## config.mk

```make
export PLATFORM = sky130hd
export DESIGN_NAME = keypad_number_entry_flat
export DESIGN_NICKNAME = d
export VERILOG_FILES = /design/src/rtl/keypad_number_entry_pkg.sv /design/src/rtl/keypad_number_entry_if.sv /design/src/rtl/keypad_number_entry_classifier.sv /design/src/rtl/keypad_number_entry.sv /design/src/flat_wrapper.sv
export SDC_FILE = /design/constraint.sdc
export NUM_CORES = 1
export LEC_CHECK = 0
export CAP_MARGIN = 20
export CORE_AREA = 2 2 73 75
export CTS_BUF_LIST = sky130_fd_sc_hd__clkbuf_8 sky130_fd_sc_hd__clkbuf_16
export DETAILED_ROUTE_END_ITERATION = 10
export DIE_AREA = 0 0 75 77
export GPL_TIMING_DRIVEN = 0
export PLACE_DENSITY = 0.67
export SKIP_CTS_REPAIR_TIMING = 1
export SYNTH_ARGS = -nofsm -noshare
export SYNTH_HDL_FRONTEND = slang
export SYNTH_SLANG_ARGS = --single-unit
```

## constraint.sdc

```tcl
create_clock -name clk -period 6.9 [get_ports clk]
set_clock_uncertainty 0.15 [all_clocks]
set_input_delay 1.38 -clock clk [delete_from_list [all_inputs] [get_ports clk]]
set_output_delay 1.38 -clock clk [all_outputs]
set_load 0.02 [all_outputs]
```

## src/rtl/keypad_number_entry_pkg.sv

```systemverilog
// Shared scan-code constants, key classes and FSM states for keyboard-driven
// number entry.
package keypad_pkg;

    localparam logic [8:0] SC_0 = 9'h045;
    localparam logic [8:0] SC_1 = 9'h016;
    localparam logic [8:0] SC_2 = 9'h01E;
    localparam logic [8:0] SC_3 = 9'h026;
    localparam logic [8:0] SC_4 = 9'h025;
    localparam logic [8:0] SC_5 = 9'h02E;
    localparam logic [8:0] SC_6 = 9'h036;
    localparam logic [8:0] SC_7 = 9'h03D;
    localparam logic [8:0] SC_8 = 9'h03E;
    localparam logic [8:0] SC_9 = 9'h046;

    localparam logic [8:0] SC_KP0 = 9'h070;
    localparam logic [8:0] SC_KP1 = 9'h069;
    localparam logic [8:0] SC_KP2 = 9'h072;
    localparam logic [8:0] SC_KP3 = 9'h07A;
    localparam logic [8:0] SC_KP4 = 9'h06B;
    localparam logic [8:0] SC_KP5 = 9'h073;
    localparam logic [8:0] SC_KP6 = 9'h074;
    localparam logic [8:0] SC_KP7 = 9'h06C;
    localparam logic [8:0] SC_KP8 = 9'h075;
    localparam logic [8:0] SC_KP9 = 9'h07D;

    localparam logic [8:0] SC_ENTER    = 9'h05A;
    localparam logic [8:0] SC_KP_ENTER = 9'h15A;
    localparam logic [8:0] SC_BKSP     = 9'h066;
    localparam logic [8:0] SC_CLEAR    = 9'h076;

    typedef enum logic [2:0] {
        KEY_NONE,
        KEY_DIGIT,
        KEY_ENTER,
        KEY_BKSP,
        KEY_CLEAR
    } key_class_t;

    typedef enum logic {
        ST_EDIT,
        ST_COMMIT
    } state_t;

endpackage

```

## src/rtl/keypad_number_entry_if.sv

```systemverilog
// Key-event input and committed-value handshake bundle for keypad_number_entry.
interface keypad_number_entry_if #(
    parameter int DIGITS = 2
);
    localparam int VALUE_W = $clog2(10**DIGITS);
    localparam int CNT_W   = $clog2(DIGITS + 1);

    logic                  key_valid;
    logic [8:0]            last_change;
    logic                  key_pressed;
    logic [4*DIGITS-1:0]   digits_bcd;
    logic [CNT_W-1:0]      digit_count;
    logic [VALUE_W-1:0]    out_value;
    logic                  out_valid;
    logic                  out_ready;
    logic                  err_pulse;
    logic                  key_held;

    modport master (
        output key_valid, last_change, key_pressed, out_ready,
        input  digits_bcd, digit_count, out_value, out_valid, err_pulse, key_held
    );

    modport slave (
        input  key_valid, last_change, key_pressed, out_ready,
        output digits_bcd, digit_count, out_value, out_valid, err_pulse, key_held
    );
endinterface

```

## src/rtl/keypad_number_entry_classifier.sv

```systemverilog
// Combinational PS/2 scan-code classifier: key class plus decimal value for
// top-row and numeric-pad digits.
module keycode_classifier
    import keypad_pkg::*;
(
    input  logic [8:0]  i_last_change,
    output key_class_t  o_class,
    output logic [3:0]  o_digit
);

    always_comb begin
        o_class = KEY_NONE;
        o_digit = 4'd0;
        case (i_last_change)
            SC_0, SC_KP0: begin o_class = KEY_DIGIT; o_digit = 4'd0; end
            SC_1, SC_KP1: begin o_class = KEY_DIGIT; o_digit = 4'd1; end
            SC_2, SC_KP2: begin o_class = KEY_DIGIT; o_digit = 4'd2; end
            SC_3, SC_KP3: begin o_class = KEY_DIGIT; o_digit = 4'd3; end
            SC_4, SC_KP4: begin o_class = KEY_DIGIT; o_digit = 4'd4; end
            SC_5, SC_KP5: begin o_class = KEY_DIGIT; o_digit = 4'd5; end
            SC_6, SC_KP6: begin o_class = KEY_DIGIT; o_digit = 4'd6; end
            SC_7, SC_KP7: begin o_class = KEY_DIGIT; o_digit = 4'd7; end
            SC_8, SC_KP8: begin o_class = KEY_DIGIT; o_digit = 4'd8; end
            SC_9, SC_KP9: begin o_class = KEY_DIGIT; o_digit = 4'd9; end
            SC_ENTER, SC_KP_ENTER: o_class = KEY_ENTER;
            SC_BKSP:  o_class = KEY_BKSP;
            SC_CLEAR: o_class = KEY_CLEAR;
            default:  o_class = KEY_NONE;
        endcase
    end

endmodule

```

## src/rtl/keypad_number_entry.sv

```systemverilog
// Multi-digit decimal entry: single-key lock, BCD edit buffer with
// backspace/clear, range-checked commit and valid/ready output.
module keypad_number_entry
    import keypad_pkg::*;
#(
    parameter int          DIGITS    = 2,
    parameter int unsigned MIN_VALUE = 1,
    parameter int unsigned MAX_VALUE = 25
) (
    input  logic                  clk,
    input  logic                  rst,
    keypad_number_entry_if.slave  bus
);

    localparam int VALUE_W = $clog2(10**DIGITS);
    localparam int CNT_W   = $clog2(DIGITS + 1);
    localparam int BUF_W   = 4 * DIGITS;
    localparam logic [CNT_W-1:0] FULL_CNT = CNT_W'(DIGITS);

    // Weighted sum rather than a Horner chain keeps the path shallow at 4 digits.
    function automatic logic [VALUE_W-1:0] bcd_to_bin(input logic [BUF_W-1:0] b);
        logic [31:0] acc;
        acc = '0;
        for (int i = 0; i < DIGITS; i++)
            acc = acc + 32'(b[4*i +: 4]) * 32'(10**i);
        return VALUE_W'(acc);
    endfunction

    key_class_t          w_class;
    logic [3:0]          w_digit;
    logic                w_accept;
    logic                w_release;
    logic                w_in_range;
    logic [BUF_W-1:0]    w_shl;
    logic [BUF_W-1:0]    w_shr;
    logic [VALUE_W-1:0]  w_value;

    state_t              r_state;
    logic [BUF_W-1:0]    r_buf;
    logic [CNT_W-1:0]    r_count;
    logic [VALUE_W-1:0]  r_out_value;
    logic                r_out_valid;
    logic                r_err;
    logic                r_key_held;
    logic [8:0]          r_held_code;

    keycode_classifier u_classifier (
        .i_last_change (bus.last_change),
        .o_class       (w_class),
        .o_digit       (w_digit)
    );

    assign w_accept  = bus.key_valid & bus.key_pressed & ~r_key_held & (w_class != KEY_NONE);
    assign w_release = bus.key_valid & ~bus.key_pressed & r_key_held &
                       (bus.last_change == r_held_code);

    always_comb begin
        w_shl      = r_buf << 4;
        w_shl[3:0] = w_digit;
        w_shr      = r_buf >> 4;
        w_value    = bcd_to_bin(r_buf);
        w_in_range = (r_count != '0) &&
                     (32'(w_value) >= MIN_VALUE) && (32'(w_value) <= MAX_VALUE);
    end

    always_ff @(posedge clk or posedge rst) begin
        if (rst) begin
            r_state     <= ST_EDIT;
            r_buf       <= '0;
            r_count     <= '0;
            r_out_value <= '0;
            r_out_valid <= 1'b0;
            r_err       <= 1'b0;
            r_key_held  <= 1'b0;
            r_held_code <= '0;
        end else begin
            r_err <= 1'b0;

            // The lock tracks events in both states; only EDIT acts on them.
            if (w_accept) begin
                r_key_held  <= 1'b1;
                r_held_code <= bus.last_change;
            end else if (w_release) begin
                r_key_held  <= 1'b0;
            end

            case (r_state)
                ST_EDIT: begin
                    if (w_accept) begin
                        case (w_class)
                            KEY_DIGIT: begin
                                if (r_count < FULL_CNT) begin
                                    r_buf   <= w_shl;
                                    r_count <= r_count + CNT_W'(1);
                                end else begin
                                    r_err <= 1'b1;
                                end
                            end
                            KEY_BKSP: begin
                                if (r_count != '0) begin
                                    r_buf   <= w_shr;
                                    r_count <= r_count - CNT_W'(1);
                                end else begin
                                    r_err <= 1'b1;
                                end
                            end
                            KEY_CLEAR: begin
                                r_buf   <= '0;
                                r_count <= '0;
                            end
                            KEY_ENTER: begin
                                r_buf   <= '0;
                                r_count <= '0;
                                if (w_in_range) begin
                                    r_out_value <= w_value;
                                    r_out_valid <= 1'b1;
                                    r_state     <= ST_COMMIT;
                                end else begin
                                    r_err <= 1'b1;
                                end
                            end
                            default: ;
                        endcase
                    end
                end
                ST_COMMIT: begin
                    if (r_out_valid && bus.out_ready) begin
                        r_out_valid <= 1'b0;
                        r_state     <= ST_EDIT;
                    end
                end
                default: r_state <= ST_EDIT;
            endcase
        end
    end

    assign bus.digits_bcd  = r_buf;
    assign bus.digit_count = r_count;
    assign bus.out_value   = r_out_value;
    assign bus.out_valid   = r_out_valid;
    assign bus.err_pulse   = r_err;
    assign bus.key_held    = r_key_held;

endmodule

```

## src/flat_wrapper.sv

```systemverilog
// flat-port wrapper written by rule: the top's interface ports become plain ports
module keypad_number_entry_flat import keypad_pkg::*;
#(
    parameter int          DIGITS    = 2,
    parameter int unsigned MIN_VALUE = 1,
    parameter int unsigned MAX_VALUE = 25
)
  (clk, rst, bus_key_valid, bus_last_change, bus_key_pressed, bus_out_ready, bus_digits_bcd, bus_digit_count, bus_out_value, bus_out_valid, bus_err_pulse, bus_key_held);
  keypad_number_entry_if #(.DIGITS(DIGITS)) bus_i ();
  input  logic clk;
  input  logic rst;
  input wire logic [$bits(bus_i.key_valid)-1:0] bus_key_valid;
  input wire logic [$bits(bus_i.last_change)-1:0] bus_last_change;
  input wire logic [$bits(bus_i.key_pressed)-1:0] bus_key_pressed;
  input wire logic [$bits(bus_i.out_ready)-1:0] bus_out_ready;
  output wire logic [$bits(bus_i.digits_bcd)-1:0] bus_digits_bcd;
  output wire logic [$bits(bus_i.digit_count)-1:0] bus_digit_count;
  output wire logic [$bits(bus_i.out_value)-1:0] bus_out_value;
  output wire logic [$bits(bus_i.out_valid)-1:0] bus_out_valid;
  output wire logic [$bits(bus_i.err_pulse)-1:0] bus_err_pulse;
  output wire logic [$bits(bus_i.key_held)-1:0] bus_key_held;
  assign bus_i.key_valid = bus_key_valid;
  assign bus_i.last_change = bus_last_change;
  assign bus_i.key_pressed = bus_key_pressed;
  assign bus_i.out_ready = bus_out_ready;
  assign bus_digits_bcd = bus_i.digits_bcd;
  assign bus_digit_count = bus_i.digit_count;
  assign bus_out_value = bus_i.out_value;
  assign bus_out_valid = bus_i.out_valid;
  assign bus_err_pulse = bus_i.err_pulse;
  assign bus_key_held = bus_i.key_held;
  keypad_number_entry #(.DIGITS(DIGITS), .MIN_VALUE(MIN_VALUE), .MAX_VALUE(MAX_VALUE)) u_core (.clk(clk), .rst(rst), .bus(bus_i));
endmodule
```

; Yosys cells after proc, flatten, opt, wreduce, memory -nomap -nowiden
; Index checks and enable logic that the tools add are counted.
[classes]
addsub = 3
mul = 1
magnitude_cmp = 3
n_eq_ne = 35
n_mux = 26
bitwise_logic = 9
n_reduce_logical = 22
[op_table]
columns = op, n
row1 = $eq A9 B7 Y1 const B, 15
row2 = $eq A9 B6 Y1 const B, 6
row3 = $pmux W4 S9, 1
row4 = $pmux W8 S3, 1
row5 = $reduce_or A2 Y1, 11
row6 = $reduce_or A20 Y1, 1
row7 = $eq A9 B5 Y1 const B, 2
row8 = $mux W8, 2
row9 = $mux W1, 15
row10 = $pmux W3 S4, 1
row11 = $eq A9 B9 Y1, 1
row12 = $eq A9 B9 Y1 const B, 1
row13 = $ne A2 B1 Y1 const B, 4
row14 = $reduce_and A4 Y1, 2
row15 = $add A4 B7 Y7, 1
row16 = $ge A7 B1 Y1 const B, 1
row17 = $le A7 B5 Y1 const B, 1
row18 = $and A1 B1 Y1, 6
row19 = $eq A3 B2 Y1 const B, 2
row20 = $mul A4 B3 Y6 const B, 1
row21 = $pmux W2 S3, 1
row22 = $reduce_bool A3 Y1, 2
row23 = $reduce_and A5 Y1, 1
row24 = $mux W2, 2
row25 = 11 further kinds, 18
[word_totals]
ff_bits = 30
out_inout_bits = 20

; Logic depth before layout (Yosys ltp)
; Gate-level depths: netlist of run 1.
[depth]
ltp_word = 9
mapped_depth = 9
depth_no_buf = 9

; Hierarchy
; Synthesis of run 1 repeated with hierarchy kept, for this count alone.
[hier_totals]
hier_cells = 265
hier_area_um2 = 2299.7
[modules_own_cells]
columns = module, n_inst, cells_per_inst, area_each_um2, seq_area_each_um2
row1 = keypad_number_entry, 1, 184, 1775.5, 750.7
row2 = keycode_classifier, 1, 81, 524.3, 0.0

; Worst setup path before layout of run 1
; OpenSTA, ideal clock, no wires.
[synth_path]
kind = input to register
start = input bus_last_change[8]
end = register u_core.r_held_code[0]
arrival_ns = 3.158
path_slack_ns = 3.467
path_stages = 9
path_buffers = 3
cell_sequence = buf_6 and3b_1 buf_6 a32oi_1 nor2_1 or4_4 o21ba_1 buf_6 mux2_4
[synth_via]
elab_chain_cells = 5
word_cells_on_any_way = 29
[synth_lines]
columns = element, line
row1 = from (decl), flat_wrapper.sv:13  ; input wire logic [$bits(bus_i.last_change)-1:0] bus_last_change;
row2 = $eq A9 B7 Y1 (tied with other cells), keypad_number_entry_classifier.sv:14  ; case (i_last_change)
row3 = $reduce_or A20 Y1 (no line) or $reduce_or A2 Y1 (tied branches), n/a
row4 = $pmux W3 S4 *, keypad_number_entry_classifier.sv:14
row5 = $reduce_bool A3 Y1 *, keypad_number_entry.sv:53  ; assign w_accept = bus.key_valid & bus.key_pressed & ~r_key_held & (w_class != KEY_NONE);
row6 = $and A1 B1 Y1 *, keypad_number_entry.sv:53
row7 = to (signal assigned), keypad_number_entry.sv:82  ; r_held_code <= bus.last_change;
row8 = to (decl), keypad_number_entry.sv:45  ; logic [8:0] r_held_code;
; Mark *: on every way between the ends. The rest lies on a longest branch, timed or not.
; A chain may end at the register's enable or synchronous reset.

; Worst setup path in the final report of run 1
[layout_path]
start = input bus_last_change[3]
end = register u_core.r_buf[7], in the netlist u_core.bus.digits_bcd[7]
[layout_via]
elab_chain_cells = 7
word_cells_on_any_way = 39
[layout_lines]
columns = element, line
row1 = $eq A9 B7 Y1 (tied with other cells), keypad_number_entry_classifier.sv:14
row2 = $reduce_or A20 Y1 (no line) or $reduce_or A2 Y1 (tied branches), n/a
row3 = $pmux W3 S4 *, keypad_number_entry_classifier.sv:14
row4 = $eq A3 B3 Y1 or $eq A3 B2 Y1 (tied branches), keypad_number_entry.sv:90  ; case (w_class)
row5 = $reduce_or A2 Y1 (no line), n/a
row6 = $reduce_bool A3 Y1 (no line), n/a
row7 = $reduce_and A5 Y1 (no line), n/a
row8 = to (signal assigned), keypad_number_entry.sv:93  ; r_buf <= w_shl;
row9 = to (signal assigned), keypad_number_entry.sv:101  ; r_buf <= w_shr;
row10 = to (decl), keypad_number_entry.sv:39  ; logic [BUF_W-1:0] r_buf;
; Marks and branches as above.

==> out/qor.txt, run 1 <==
Worst Setup SP -> bus_last_change[3]
area occupied by multi-input gates -> 0.001281 sq mm
TritonCTS sink count -> 30
Die X -> 75 um
headroom to the max-slew limit -> 61.16%
Die Area -> 0.005775 sq mm
Post-Synth XOR/XNOR Area -> 5.639%
routability cong. -> 0.8023
initial antenna violation count -> 0
Max stage delay cell, worst path -> clkdlybuf4s50_1
R2R depth -> 9
DR vias/cell -> 5.531
clk slew on worst S/H paths -> 0.07 ns
DP HPWL -> 3484 um
Post-Syn Area -> 0.002175 sq mm
vias in the first global route -> 1671
drt total wl -> 4608 um
hold path cells -> 1
Core ar. -> 0.004977 sq mm
Worst R2R Setup Slack -> 3.53 ns
hold worst-path end -> u_core.bus.out_value[5]
Pwr Density -> 306.7 mW/mm^2
dpl cells -> 310
largest net degree at the start of global routing -> 19
I/O pins -> 34
total power -> 0.8266 mW
Crit Path Max Fanout -> 10
syn_nets -> 230
prevailing post-synth register cell -> dfrtp_1
YS warnings -> 0
initial core utilization -> 43.69%
# rows -> 26
final core utilization -> 54.15%
VDD IR max -> 0.1739 mV
first-pass GRT wire length -> 8038 um
Max Root-Sink Buffers -> 2
max incr delay on CP -> 0.55 ns
status -> complete, no violations
unrepaired setup endpoints after global routing -> no
hold crit path type -> flop to flop
TritonCTS Buffers -> 5
CTS tree -> done
Final Hold Vio Count -> 0
storage element area -> 750.7 sq um
Worst Max-Slew Pin Slew -> 0.5801 ns
maxcap violations -> 0
FF-to-FF Start -> u_core.bus.digits_bcd[5]
Crit path max-delay family -> buffers and inverters
post-synthesis adder-cell area fraction -> 5.293%
CP Data Arrival Time -> 3.93 ns
Seq/Total Area, Yosys -> 34.52%
DR iter-0 viols -> 116
CP bufs+invs -> 4
Post-Synthesis Cells -> 208
fin area -> 0.002695 sq mm
DR vias -> 1759
mux contribution to synthesized area -> 12.66%
count of final max-slew check failures -> 0
Post-synth EDFFs -> 0
Layout Cells excl Fill -> 318
n_diodes -> 0
total gr overflow -> 0
final worst path period need -> 3.913 ns
Layout fillers -> 479
Reg-to-Reg End -> u_core.bus.out_value[3]
main combinational cell family by area after synthesis -> simple AND/OR/NAND/NOR gates
First-pass DRT Iterations -> 4
Netlist cell types -> 59
share of cells above drive strength 1 -> 17.74%
P&R area growth vs syn -> 23.94%
Crit Path Category -> input pin to flop
Finish-stage setup viols -> 0
hold path start -> u_core.bus.out_value[5]
Routed Antenna Nets -> 0
WL/cell -> 14.49 um
number of synthesized register bits -> 30
Placed Area -> 0.002600 sq mm
CP cell instances -> clkdlybuf4s50_1, buf_4, nor3b_1, o2111ai_2, and2_1, clkbuf_1, a211oi_1, o21a_1, buf_6, mux2_4
Worst setup EP type -> flop
Startpoint Class -> input pin
Buffers on Ports -> 31
worst skew pair latency -> 0.28 ns
maximum clock frequency -> 0.2556 GHz
setup_tns -> 0 ns
asr flop ratio synth -> 100.0%
post-synthesis area per instance -> 10.45 sq um
Nets -> 269
Root Driver -> clkbuf_8
Critical Path RT -> 6.91 ns
period utilization -> 56.71%
Compound-Gate Fraction of Synth Area -> 11.68%
DRC -> 0
die height -> 77 um
# H-tree levels -> 2
static leakage -> 1.191 nW
GRT Overall Usage -> 17.43%
Simple-Gate Fraction of Synth Area -> 23.65%
## routing by layer
layer  track usage (%)  routed length (um)
met3             3.548                 234
met1             25.42                2182
met5                 0                   0
met2             27.02                2177
met4             2.679                  13
## logic make-up (layout without fill, tap and decap cells)
group,count (synthesis),in the layout
mux,22,22
simple gates,75,75
compound gates,34,34
buf+inv,25,65
flops,30,30
fa+ha+maj,8,8
xor+xnor,14,14
## worst max path at each step
stage,end,slack (ns),cells past startpoint
global placement,u_core.bus.digits_bcd[7],2.72,10
detailed placement,u_core.bus.digits_bcd[2],2.73,10
CTS,u_core.bus.digits_bcd[7],3.00,10
floorplan,u_core.r_held_code[0],3.47,9
global route,u_core.bus.digits_bcd[2],2.81,10
finish,u_core.bus.digits_bcd[7],2.99,10
## power breakdown
part	internal (mW)	switching (mW)	total, mW
combinational	0.203	0.219	0.422
sequential	0.213	0.0430	0.256
clock	0.0801	0.0685	0.149
total	0.496	0.331	0.827
## per-stage QoR
stage | worst slack [ns] | hold WS [ns]
after floorplan | 3.467 | 0.3142
after global placement | 2.721 | 0.3398
after detailed placement | 2.729 | 0.3414
after CTS | 2.999 | 0.3615
after global routing | 2.808 | 0.3715
final | 2.987 | 0.3519
## layout make-up
class / count / area share, %
multi-input cells: 153 / 47.54
flip-flops and latches: 30 / 27.86
repair buffers: 32 / 12.53
plain buffers: 15 / 3.900
well taps: 70 / 3.250
clock buffers: 6 / 3.064
inverters: 10 / 1.393
clock inverters: 2 / 0.4643
## state kept, by name, indices dropped and copies added, names as in the netlist
register / count
u_core.bus.digit_count: 2
u_core.bus.digits_bcd: 8
u_core.bus.err_pulse: 1
u_core.bus.key_held: 1
u_core.bus.out_valid: 1
u_core.bus.out_value: 7
u_core.r_held_code: 9
u_core.r_state: 1
## placed cells by master, fill, tap and decap left out, types with 3 or more instances in the layout
cell	instances
a21o_1	3
a21oi_1	7
a32oi_1	3
and3b_1	4
buf_2	6
buf_4	3
buf_6	4
clkbuf_8	6
clkdlybuf4s50_1	31
dfrtp_1	30
ha_1	6
inv_1	10
mux2_2	4
mux2_4	10
mux2i_1	8
nand2_1	13
nand2b_1	3
nand3_1	7
nand3b_1	3
nand4_1	3
nor2_1	3
nor2b_1	7
nor3b_1	6
nor4_1	3
nor4b_1	4
o21ai_0	4
xnor2_1	6
xor2_1	8
## cell usage after synthesis, types with 3 or more instances
master	count	area share, %
a21o_1	3	1.0
nor2b_1	7	2.0
xor2_1	8	3.2
nand2b_1	3	0.86
a32oi_1	3	1.2
dfrtp_1	30	35
nand3b_1	3	1.0
nand4_1	3	0.86
a21oi_1	7	1.6
nand2_1	13	2.2
mux2i_1	8	3.7
o21ai_0	4	0.92
and3b_1	4	1.6
nand3_1	7	1.6
nor4_1	3	0.86
nor4b_1	4	1.6
ha_1	6	3.5
mux2_2	4	2.1
xnor2_1	6	2.4
inv_1	10	1.7
nor2_1	3	0.52
buf_6	4	2.1
buf_2	6	1.4
mux2_4	10	6.9
nor3b_1	6	2.1
buf_4	3	1.0
Power figures use the tool's default switching activity.
==> run 2, diff against run 1 <==
--- a/config.mk
+++ b/config.mk
@@ -11,7 +11,7 @@
 export DETAILED_ROUTE_END_ITERATION = 10
 export DIE_AREA = 0 0 75 77
 export GPL_TIMING_DRIVEN = 0
-export PLACE_DENSITY = 0.67
+export PLACE_DENSITY = 0.7
 export SKIP_CTS_REPAIR_TIMING = 1
 export SYNTH_ARGS = -nofsm -noshare
 export SYNTH_HDL_FRONTEND = slang
==> constraint.sdc (replaced) <==
create_clock -name clk -period 3.29 [get_ports clk]
set_clock_uncertainty 0.15 [all_clocks]
set_input_delay 0.658 -clock clk [delete_from_list [all_inputs] [get_ports clk]]
set_output_delay 0.658 -clock clk [all_outputs]
set_load 0.02 [all_outputs]
==> out/qor.txt, run 2 (synthesis results as in run 1) <==
Startpoint Class -> input pin
static leakage -> 1.215 nW
area occupied by multi-input gates -> 0.001289 sq mm
Buffers on Ports -> 31
Top reg by flops -> u_core.r_held_code
final setup margin -> 0.1262 ns
P&R area growth vs syn -> 25.66%
share of cells above drive strength 1 -> 19.84%
Critical Path RT -> 3.30 ns
Crit Path Category -> input pin to flop
most common cell after layout, fill and taps aside -> clkdlybuf4s50_1
initial core utilization -> 43.69%
Layout fillers -> 463
I/O pins -> 34
# rows -> 26
VDD IR max -> 0.3234 mV
Worst setup EP type -> flop
Max Root-Sink Buffers -> 2
DP HPWL -> 3571 um
n_diodes -> 0
DR iter-0 viols -> 137
worst skew pair latency -> 0.28 ns
Crit path max-delay family -> simple AND/OR/NAND/NOR gates
Finish-stage setup viols -> 0
count of final max-slew check failures -> 0
DR vias -> 1731
worst slack, placed -> -0.1994 ns
storage element area -> 750.7 sq um
final worst path period need -> 3.164 ns
largest net degree at the start of global routing -> 25
setup_tns -> 0 ns
DR vias/cell -> 5.376
most frequent cells in the layout -> 31 x clkdlybuf4s50_1, 30 x dfrtp_1, 13 x nand2_1
CP bufs+invs -> 3
Die X -> 75 um
GRT Overall Usage -> 18.37%
max incr delay on CP -> 0.52 ns
Final Hold Vio Count -> 0
CTS tree -> done
drt total wl -> 4748 um
Nets -> 273
Placed Area -> 0.002600 sq mm
maxcap violations -> 0
Die Area -> 0.005775 sq mm
total gr overflow -> 0
headroom to the max-slew limit -> 62.57%
Largest register FFs -> 9
die height -> 77 um
CP cell instances -> clkdlybuf4s50_1, buf_4, nor3b_2, o2111ai_2, nand2_1, or4_4, o21ba_1, buf_6, mux2_4
fin area -> 0.002733 sq mm
maximum clock frequency -> 0.3161 GHz
Worst Max-Slew Pin Slew -> 0.5536 ns
WL/cell -> 14.75 um
TritonCTS sink count -> 30
Min Hold Slack -> 0.3518 ns
DRC -> 0
Core ar. -> 0.004977 sq mm
dpl cells -> 310
First-pass DRT Iterations -> 4
period utilization -> 96.16%
routability cong. -> 0.8527
clk slew on worst S/H paths -> 0.07 ns
initial antenna violation count -> 0
hold crit path type -> flop to flop
Pwr Density -> 639.3 mW/mm^2
vias in the first global route -> 1739
# H-tree levels -> 2
Routed Antenna Nets -> 0
TritonCTS Buffers -> 5
first-pass GRT wire length -> 8404 um
status -> complete, no violations
Crit Path Max Fanout -> 10
CP Data Arrival Time -> 3.18 ns
Root Driver -> clkbuf_8
Max stage delay cell, worst path -> or4_4
Layout Cells excl Fill -> 322
## run 2: cell count changes in the layout (fill, tap and decap cells not counted)
cell     before  now
buf_4         3    7
nor2b_1       7    6
nor2b_2       0    1
nor3b_1       6    5
nor3b_2       1    2
## run 2: path summary, 6_finish.rpt
kind,startpoint,endpoint,slack (ns),cells past startpoint
worst max-delay path,bus_last_change[3],u_core.r_held_code[1],0.13,9
worst min-delay path,u_core.bus.out_value[5],u_core.bus.out_value[5],0.35,1
worst max register to register,u_core.bus.digits_bcd[5],u_core.bus.out_value[3],0.18,10
worst min register to register,u_core.bus.out_value[5],u_core.bus.out_value[5],0.35,1
max in group asynchronous,rst,u_core.bus.digits_bcd[5],2.08,3
min in group asynchronous,rst,u_core.r_held_code[7],0.49,2
## run 2: cell type report
| cell class | instances | area share (%) |
|---|---|---|
| Multi-Input combinational cell | 153 | 47.16 |
| Sequential cell | 30 | 27.47 |
| Inverter | 10 | 1.374 |
| Clock buffer | 6 | 3.022 |
| Clock inverter | 2 | 0.4579 |
| Buffer | 15 | 3.846 |
| Timing Repair Buffer | 36 | 13.46 |
| Tap cell | 70 | 3.205 |
## run 2: metrics by stage
stage / power, mW / utilization (%)
final: 1.747 / 54.90
after global routing: 1.900 / 54.90
after CTS: 1.758 / 54.15
after detailed placement: 1.440 / 52.24
after global placement: 1.406 / 51.68
after floorplan: 1.176 / -
## run 2: where the power goes
part,total (mW),internal (mW),switching (mW)
registers,0.539,0.447,0.0924
clock network,0.308,0.168,0.140
logic,0.900,0.427,0.473
## run 2: metal layers
layer / GRT usage (%) / wire length [um] / vias to the layer above
li1: - / - / 845
met1: 25.29 / 2202 / 833
met2: 29.21 / 2304 / 43
met3: 3.548 / 161 / 10
met4: 4.821 / 79 / 0
met5: 0 / 0 / -
==> run 3, diff against run 2 <==
--- a/config.mk
+++ b/config.mk
@@ -7,7 +7,7 @@
 export LEC_CHECK = 0
 export CAP_MARGIN = 20
 export CORE_AREA = 2 2 73 75
-export CTS_BUF_LIST = sky130_fd_sc_hd__clkbuf_8 sky130_fd_sc_hd__clkbuf_16
+export CTS_BUF_LIST = sky130_fd_sc_hd__clkbuf_16
 export DETAILED_ROUTE_END_ITERATION = 10
 export DIE_AREA = 0 0 75 77
 export GPL_TIMING_DRIVEN = 0
==> out/qor.txt, run 3 (synthesis results as in run 1) <==
clock power share -> 23.1%
first-pass GRT wire length -> 8459 um
initial core utilization -> 43.69%
VDD IR max -> 0.3363 mV
TritonCTS Buffers -> 5
max incr delay on CP -> 0.51 ns
CP Data Arrival Time -> 3.11 ns
CP cell instances -> clkdlybuf4s50_1, buf_4, nor2b_2, o2111ai_2, and2_1, clkbuf_1, a211oi_1, o21a_1, buf_6, mux2_4
count of final max-slew check failures -> 0
First-pass DRT Iterations -> 4
DR iter-0 viols -> 115
P&R area growth vs syn -> 28.31%
status -> complete, no violations
final worst path period need -> 3.106 ns
DRC -> 0
total power -> 1.872 mW
GRT Overall Usage -> 18.75%
unrepaired setup endpoints after global routing -> no
hold crit path type -> flop to flop
DR vias/cell -> 5.407
maximum clock frequency -> 0.3219 GHz
headroom to the max-slew limit -> 62.96%
largest net degree at the start of global routing -> 25
TritonCTS sink count -> 30
sw frac -> 38.55%
Startpoint Class -> input pin
I/O pins -> 34
Largest register FFs -> 9
share of cells above drive strength 1 -> 19.84%
maxcap violations -> 0
Root Driver -> clkbuf_16
cell-internal power -> 1.150 mW
# H-tree levels -> 2
Buffers on Ports -> 31
Nets -> 273
CP bufs+invs -> 4
fin area -> 0.002790 sq mm
Crit Path Category -> input pin to flop
Max Root-Sink Buffers -> 2
WL/cell -> 14.70 um
Min Hold Slack -> 0.3479 ns
Crit path max-delay family -> buffers and inverters
setup_tns -> 0 ns
Top reg by flops -> u_core.r_held_code
Crit Path Max Fanout -> 10
Max stage delay cell, worst path -> clkdlybuf4s50_1
Routed Antenna Nets -> 0
clk slew on worst S/H paths -> 0.05 ns
period utilization -> 94.41%
worst skew pair latency -> 0.27 ns
final core utilization -> 56.06%
Core ar. -> 0.004977 sq mm
Pwr Density -> 670.9 mW/mm^2
Worst Max-Slew Pin Slew -> 0.5478 ns
Die X -> 75 um
Final Hold Vio Count -> 0
Worst setup EP type -> flop
DP HPWL -> 3571 um
# rows -> 26
Critical Path RT -> 3.30 ns
vias in the first global route -> 1766
drt total wl -> 4733 um
Placed Area -> 0.002600 sq mm
DR vias -> 1741
Finish-stage setup viols -> 0
most frequent cells in the layout -> 30 x clkdlybuf4s50_1, 30 x dfrtp_1, 13 x nand2_1
n_diodes -> 0
Flop pwr share -> 28.8%
CTS tree -> done
Comb pwr share -> 48.1%
Die Area -> 0.005775 sq mm
Layout fillers -> 458
initial antenna violation count -> 0
routability cong. -> 0.8527
total gr overflow -> 0
static leakage -> 1.248 nW
die height -> 77 um
switching pwr -> 0.7217 mW
==> run 3: worst paths after layout <==
check / startpoint / to / slack [ns] / depth (start not counted)
max: bus_last_change[6] / u_core.bus.digits_bcd[2] / 0.18 / 10
min: u_core.bus.out_value[5] / u_core.bus.out_value[5] / 0.35 / 1
max reg2reg: u_core.bus.digits_bcd[5] / u_core.bus.out_value[3] / 0.22 / 10
min reg2reg: u_core.bus.out_value[5] / u_core.bus.out_value[5] / 0.35 / 1
max in group asynchronous: rst / u_core.bus.digits_bcd[6] / 2.07 / 3
min in group asynchronous: rst / u_core.r_held_code[7] / 0.50 / 2
==> run 3: stage by stage <==
stage | worst slack [ns] | instances
finish | 0.1838 | 322
global route | 0.01863 | 322
CTS | -0.08988 | 318
detailed placement | -0.1994 | 310
global placement | -0.1675 | 309
floorplan | 0.1199 | 208
==> run 3: power by group through the flow <==
| stage | Clock, mW | Sequential, mW | Combinational (mW) |
|---|---|---|---|
| final | 0.432 | 0.540 | 0.900 |
| after global routing | 0.462 | 0.554 | 1.01 |
| after CTS | 0.443 | 0.540 | 0.900 |
| after detailed placement | 0 | 0.545 | 0.895 |
| after global placement | 0 | 0.542 | 0.863 |
| after floorplan | 0 | 0.575 | 0.601 |
==> run 3: per-layer routing <==
metal	vias up	track usage (%)	part of all wire (%)
li1	844	-	-
met1	840	25.21	46
met2	50	29.47	48
met3	7	3.942	4.2
met4	0	6.429	1.6
met5	-	0	0
==> run 3: cell type report <==
class	count	area, sq um	area share [%]
flip-flops and latches	30	750.7	26.91
multi-input cells	153	1297	46.50
plain buffers	15	105.1	3.767
well taps	70	87.58	3.139
clock buffers	5	125.1	4.484
inverters	10	37.54	1.345
repair buffers	36	370.4	13.27
clock inverters	3	16.27	0.5830
